File: config.mk
export PLATFORM = sky130hd
export DESIGN_NAME = spi_monarch_16
export DESIGN_NICKNAME = d
export VERILOG_FILES = /design/src/rtl/spi_monarch_16.sv
export SDC_FILE = /design/constraint.sdc
export NUM_CORES = 1
export LEC_CHECK = 0
export BUFFER_PORTS_ARGS = -buffer_cell sky130_fd_sc_hd__buf_2
export CORE_ASPECT_RATIO = 1.75
export CORE_MARGIN = 2
export CORE_UTILIZATION = 50
export DETAILED_ROUTE_END_ITERATION = 6
export GPL_TIMING_DRIVEN = 1
export PLACE_DENSITY = 0.75
export SETUP_SLACK_MARGIN = 0.2
export SYNTH_ARGS = -nofsm -noshare
export SYNTH_HDL_FRONTEND = slang
export SYNTH_SLANG_ARGS = --single-unit
File: constraint.sdc
create_clock -name clk -period 2.5 [get_ports clk]
set_input_delay 0.5 -clock clk [delete_from_list [all_inputs] [get_ports clk]]
set_output_delay 0.5 -clock clk [all_outputs]
set_load 0.1 [all_outputs]
File: src/rtl/spi_monarch_16.sv
// 16-bit SPI monarch, mode 3 (SCLK idles high, MOSI launched on fall, MISO sampled on rise).
// One free-running divider sets the SCLK phase; bit_cnt counts MISO samples taken.
module spi_monarch_16 #(
   parameter int DIV_W = 4
) (
   input  logic        clk,
   input  logic        rst_n,
   input  logic        wrt,
   input  logic [15:0] wt_data,
   input  logic        MISO,
   output logic        SS_n,
   output logic        SCLK,
   output logic        MOSI,
   output logic        done,
   output logic [15:0] rd_data
);

   localparam logic [DIV_W-1:0] FRONT = DIV_W'((1 << DIV_W) - 5);
   localparam logic [DIV_W-1:0] SMPL  = DIV_W'((1 << (DIV_W - 1)) - 1);
   localparam logic [DIV_W-1:0] MAXV  = '1;

   typedef enum logic [1:0] {IDLE, SHIFT, BACK} state_t;

   state_t            state, state_nxt;
   logic [DIV_W-1:0]  div, div_nxt;
   logic [4:0]        bit_cnt, bit_cnt_nxt;
   logic              miso_smpl, miso_smpl_nxt;
   logic [15:0]       shift_reg, shift_reg_nxt;
   logic              ss_n_nxt, done_nxt;

   always_ff @(posedge clk or negedge rst_n) begin
      if (!rst_n) begin
         state     <= IDLE;
         div       <= '0;
         bit_cnt   <= '0;
         miso_smpl <= 1'b0;
         shift_reg <= '0;
         SS_n      <= 1'b1;
         done      <= 1'b0;
      end else begin
         state     <= state_nxt;
         div       <= div_nxt;
         bit_cnt   <= bit_cnt_nxt;
         miso_smpl <= miso_smpl_nxt;
         shift_reg <= shift_reg_nxt;
         SS_n      <= ss_n_nxt;
         done      <= done_nxt;
      end
   end

   always_comb begin
      state_nxt     = state;
      div_nxt       = div;
      bit_cnt_nxt   = bit_cnt;
      miso_smpl_nxt = miso_smpl;
      shift_reg_nxt = shift_reg;
      ss_n_nxt      = SS_n;
      done_nxt      = done;
      case (state)
         IDLE: begin
            if (wrt) begin
               shift_reg_nxt = wt_data;
               div_nxt       = FRONT;
               bit_cnt_nxt   = '0;
               ss_n_nxt      = 1'b0;
               done_nxt      = 1'b0;
               state_nxt     = SHIFT;
            end
         end
         SHIFT: begin
            div_nxt = div + DIV_W'(1);
            // SMPL and MAXV never coincide, so sample and shift are exclusive
            if (div == SMPL) begin
               miso_smpl_nxt = MISO;
               if (bit_cnt != 5'd16)
                  bit_cnt_nxt = bit_cnt + 5'd1;
               if (bit_cnt == 5'd15)
                  state_nxt = BACK;
            end
            if (div == MAXV && bit_cnt != 5'd0 && bit_cnt < 5'd16)
               shift_reg_nxt = {shift_reg[14:0], miso_smpl};
         end
         BACK: begin
            div_nxt = div + DIV_W'(1);
            if (div == MAXV) begin
               shift_reg_nxt = {shift_reg[14:0], miso_smpl};
               ss_n_nxt      = 1'b1;
               done_nxt      = 1'b1;
               state_nxt     = IDLE;
            end
         end
         default: state_nxt = IDLE;
      endcase
   end

   assign SCLK    = (state == SHIFT) ? div[DIV_W-1] : 1'b1;
   assign MOSI    = shift_reg[15];
   assign rd_data = shift_reg;

endmodule

==> results of run 1 <==
metrics by stage:
step                cells  instance area [um2]  hold slack [ns]
floorplan             136                 1722           0.2044
global placement      216                 1934           0.4838
detailed placement    216                 1934           0.4927
CTS                   224                 2044           0.2698
global route          224                 2044           0.3025
finish                224                 2044           0.2366
kinds of logic after synthesis:
group,Yosys count,synth area share [%]
buf+inv,12,4.216
simple gates,29,11.70
flops,30,43.68
mux,38,26.89
compound gates,18,6.977
fa+ha+maj,9,6.541
synth_stat cells (all sizes together), types with 2 or more instances:
cell type,instances
a21oi,4
a22o,3
and3,3
buf,3
clkbuf,2
dfrtp,29
ha,9
inv,7
mux2,36
mux2i,2
nand2,4
nand2b,5
nand3,3
nand4,2
nand4b,3
nor2,3
o21a,2
o21ai,4
state kept, by name (all words and copies together) (netlist names):
signal,count
rd_data,16
bit_cnt,5
div,4
state,2
SS_n,1
done,1
miso_smpl,1
worst min path at each step:
stage | endpoint | start | slack (ns) | cells past startpoint
2_1_floorplan | bit_cnt[0] | rst_n | 0.20 | 0
4_1_cts | rd_data[0] | rst_n | 0.27 | 1
5_1_grt | bit_cnt[3] | rst_n | 0.30 | 1
3_5_place_dp | done | done | 0.49 | 1
6_report | rd_data[0] | rst_n | 0.24 | 1
3_3_place_gp | done | done | 0.48 | 1
metal layers:
metal	share of wire (%)	vias up	global-route usage, %
li1	-	570	-
met1	39	610	20.60
met2	54	29	34.58
met3	4.5	5	5.818
met4	2.2	0	9.429
met5	0	-	0
cell type report:
class,count,area (um2)
Fill cell,279,1284
Multi-Input combinational cell,94,897.1
Inverter,7,26.28
Tap cell,45,56.30
Clock buffer,8,110.1
Timing Repair Buffer,40,202.7
Sequential cell,30,752.0
==> results.md, run 1 <==
- Run status: finished clean
- Vias: 1,214
- Delay-heaviest family, CP: buffers and inverters
- Hold crit path type: input pin to asynchronous set/reset pin
- Vias in the first global route: 1,298
- CTS root buf: clkbuf_8
- Worst EP required: roughly 2 ns
- Critical path capture point: SCLK
- Tot GR Track Use: 19.23%
- Yosys reg bits: 30
- Worst flop-to-flop path endpoint: rd_data[6]
- Post-Route Setup TNS: 0 ns
- Area grow syn2layout: 18.75%
- Post-DRT Antenna Nets: 0
- Clock latency on the worst-skew pair: about 0.29 ns
- Layout cells sized above 1: 50.84%
- Top_reg_cell synth: dfrtp_1
- Ys async rst share: 100.0%
- Drt pass-1 iters: 4
- Crit path buffers/inverters: 2
- Mapped Avg Cell Area: 12.66 um2
- Synth cell types: 36
- Crit Path Category: flop to output pin
- Final min period: 2.113 ns
- Post-place setup slack: 0.4189 ns
- # clock sinks: 30
- CTS H-Tree Depth: 2
- Hold buffer count at cts: 0
- WP data arrival: 1.61 ns
- CP max-delay cell: buf_2
- Initial Utilization: 51.73%
- Setup slack, reg-to-reg: 0.43 ns
- CTS tree: done
- Final setup vio count: 0
- GP Congestion: 0.8331
- Final wirelength: between 3000 and 4000 um
- Post-Syn Area: 1722 um2
- CTS Buf Count: 5
- Area fraction of the dominant cell type after synthesis: a little over two fifths
- Die W: 48.36 um
- Worst R2R Path Depth: 4
- Slew headroom: approximately half
- Final WS setup: 0.3868 ns
- Area leader, netlist: dfrtp_1
- RSZ-0062 raised after global routing: no
- Worst Setup SP: state[1]
- Commonest non-fill, non-tap cells in the layout: buf_2, dfrtp_1, mux2_2
- Core ar.: ~3300 um2
- First DRT Iteration DRCs: 28
- Placement Rows: 28
- Post-synthesis sequential area ratio: 43.68%
- Clock-pin slew on the worst setup and hold paths: around 0.060 ns
- Commonest non-fill, non-tap cell in the layout: buf_2
- Crit path max fanout: 8
- Average wire per standard cell: 14.82 um
- Period utilization: between 80% and 90%
- Crit path depth: 4
- CP Capture Type: output pin
- I/O pin count: 40
- Critical Path Start Type: flop
- DR vias/cell: 5.420
- Buffers on Ports: 39
- Final Max Slew Viols: 0
- Max-cap viol count: 0
- First-pass GRT wire length: 5740 um
- Skew final: 0.004802 ns
- Largest net degree at the start of global routing: 31
- Final core utilization: 61.43%
- CTS max path bufs: 2
- # diodes: 0
- Max Freq: 473.2 MHz
- Synth top area cells: dfrtp_1, mux2_2, mux2_4, ha_1, nand2b_1
- Hpwl dp: 2409 um
- Cts repair resizes: 0
- Die height: 81.63 um
- Post-Synthesis Net Count: approximately 170
- Final #Nets: 207
- Global route overflow: 0
- DRC: 0
- DIE AREA: 3947 um2
- Setup Fix Bufs, Post-CTS: 0
- YS warnings: 0
- Number of synthesized flops with an enable pin: 0
- Mapped Cells: 136
- Antenna violations before repair: 0
- Final hold viol count: 0
- RR Startpoint: state[0]
- Worst slew pin tran: 0.7576 ns
- Cell breakdown of the critical path: inv_1, ha_1, nand2b_1, buf_2
- Critical Path Max Stage Delay: 0.42 ns
Power of run 1 is not shown: default switching activity piles up to over one toggle a cycle in this logic, so the estimate is an artifact.
==> run 2, diff against run 1 <==
--- a/config.mk
+++ b/config.mk
@@ -8,7 +8,7 @@
 export BUFFER_PORTS_ARGS = -buffer_cell sky130_fd_sc_hd__buf_2
 export CORE_ASPECT_RATIO = 1.75
 export CORE_MARGIN = 2
-export CORE_UTILIZATION = 50
+export CORE_UTILIZATION = 48
 export DETAILED_ROUTE_END_ITERATION = 6
 export GPL_TIMING_DRIVEN = 1
 export PLACE_DENSITY = 0.75
==> constraint.sdc (replaced) <==
create_clock -name clk -period 1.8 [get_ports clk]
set_input_delay 0.36 -clock clk [delete_from_list [all_inputs] [get_ports clk]]
set_output_delay 0.36 -clock clk [all_outputs]
set_load 0.1 [all_outputs]
==> run 2 against run 1 <==
Global-route usage up 0.16 points. Non-clock buffer count is 19 higher. Register-to-register slack worse by 0.39 ns. Via count increased by 9.3%. First-iteration DRC count grew 14%. Sequential share of layout area decreased by 4.6 points. Largest cell class unchanged.
==> results.md, run 2 (same netlist as run 1, synthesis figures left out) <==
- Post-Place Cells: between 200 and 250
- Average wire per standard cell: approximately 17 um
- CP max-delay cell: dfrtp_2
- Worst EP required: between 1 and 1.5 ns
- Delay-heaviest family, CP: buffers and inverters
- Hold crit path type: input pin to asynchronous set/reset pin
- Max FFs per register: 16
- GP Congestion: between 0.8 and 0.9
- Final #Nets: ~230
- Die height: 83.23 um
- Most used cell, CP: buf_12
- Final min period: 1.766 ns
- DRC: 0
- Final wirelength: 4119 um
- Largest net degree at the start of global routing: 31
- Vias in the first global route: 1,382
- Initial Utilization: 50.66%
- Placement Rows: 28
- Period utilization: a little over nine tenths
- Critical Path Start Type: flop
- DIE AREA: 4101 um2
- Global route overflow: 0
- Post-Route Setup TNS: 0 ns
- Crit path max fanout: 4
- WP data arrival: 1.41 ns
- I/O pin count: 40
- Layout cells sized above 1: approximately 65%
- Finished Cell Area: between 2000 and 2500 um2
- CP Capture Type: output pin
- Crit path buffers/inverters: 3
- CTS root buf: clkbuf_8
- Final setup vio count: 0
- Final Max Slew Viols: 0
- Final hold viol count: 0
- First DRT Iteration DRCs: 32
- # clock sinks: 30
- Vias: ~1,300
- Hold buffer count at cts: 0
- RSZ-0062 raised after global routing: yes
- CTS Buf Count: 5
- Run status: finished clean
- Cell breakdown of the critical path: buf_12, ha_4, buf_6, nand2b_4, buf_12
- CTS max path bufs: 2
- Critical Path Max Stage Delay: 0.44 ns
- Commonest non-fill, non-tap cells in the layout: buf_2, dfrtp_1, mux2_2
- CTS tree: done
- Antenna violations before repair: 0
- Slew headroom: 55.41%
- Post-DRT Antenna Nets: 0
- Worst slew pin tran: 0.6688 ns
- First-pass GRT wire length: 6175 um
- CTS H-Tree Depth: 2
- Clock-pin slew on the worst setup and hold paths: approximately 0.060 ns
- Area grow syn2layout: 36.05%
- Clock latency on the worst-skew pair: 0.28 ns
- Commonest non-fill, non-tap cell in the layout: buf_2
- Post-route insts no fill: ~240
- Die W: 49.27 um
- Placed cell area: 2014 um2
- # diodes: 0
- Core ar.: 3398 um2
- Tot GR Track Use: 19.40%
- Layout filler cell count: 259
- DR vias/cell: around 5.5
- Drt pass-1 iters: 6
- Hpwl dp: roughly 2600 um
- Crit Path Category: flop to output pin
- Skew final: 0.006652 ns
- Max-cap viol count: 0
- Max Freq: 566.3 MHz
- Buffers on Ports: 39
## run 2: final cells by class
| cell class | instances | area, um2 | share of cell area [%] |
|---|---|---|---|
| sequential | 30 | 753.2 | 32.16 |
| timing repair buffer | 59 | 416.7 | 17.79 |
| inverter | 7 | 26.28 | 1.122 |
| multi-input combinational | 94 | 998.5 | 42.63 |
| tap | 45 | 56.30 | 2.404 |
| clock buffer | 7 | 86.33 | 3.686 |
| clock inverter | 1 | 5.005 | 0.2137 |
## run 2: final timing paths
check                          from           to  slack [ns]  depth (start not counted)
max reg2reg                state[0]  rd_data[13]        0.04                          6
min                           rst_n   bit_cnt[1]        0.11                          1
min reg2reg                    done         done        0.50                          1
min in group clk               MISO    miso_smpl        0.31                          2
max                        state[0]         SCLK        0.03                          5
max in group asynchronous     rst_n     state[0]        1.22                          1
## run 2: stage by stage
stage | hold WS (ns) | utilization (%) | setup slack, ns
3_3_place_gp | 0.4239 | 59.28 | 0.06355
4_1_cts | 0.1348 | 64.32 | 0.0005844
3_5_place_dp | 0.4386 | 59.28 | 0.004173
5_1_grt | 0.1716 | 68.92 | -0.004182
6_report | 0.1060 | 68.92 | 0.03414
2_1_floorplan | 0.06441 | - | 0.04930
## run 2: layer usage
metal / share of wire (%) / up-vias / track usage, %
li1: - / 616 / -
met1: 37 / 662 / 20.96
met2: 58 / 37 / 34.89
met3: 3.1 / 12 / 3.417
met4: 2.3 / 0 / 9.870
met5: 0 / - / 0
## run 2: worst reg2reg max path: stages, from the launching register on
cell	delay, ns
dfrtp_2	0.44
inv_2	0.12
ha_1	0.27
a21oi_2	0.09
o21a_4	0.24
clkbuf_16	0.17
mux2_4	0.30
## run 2: what timing repair did
item                       CTS  global route
gates resized for setup      5            21
pin swaps                    4            10
setup endpoints to repair   23            27
cloned                       0             1
buffers inserted             8             5
Power of run 2 is left out for the same reason.
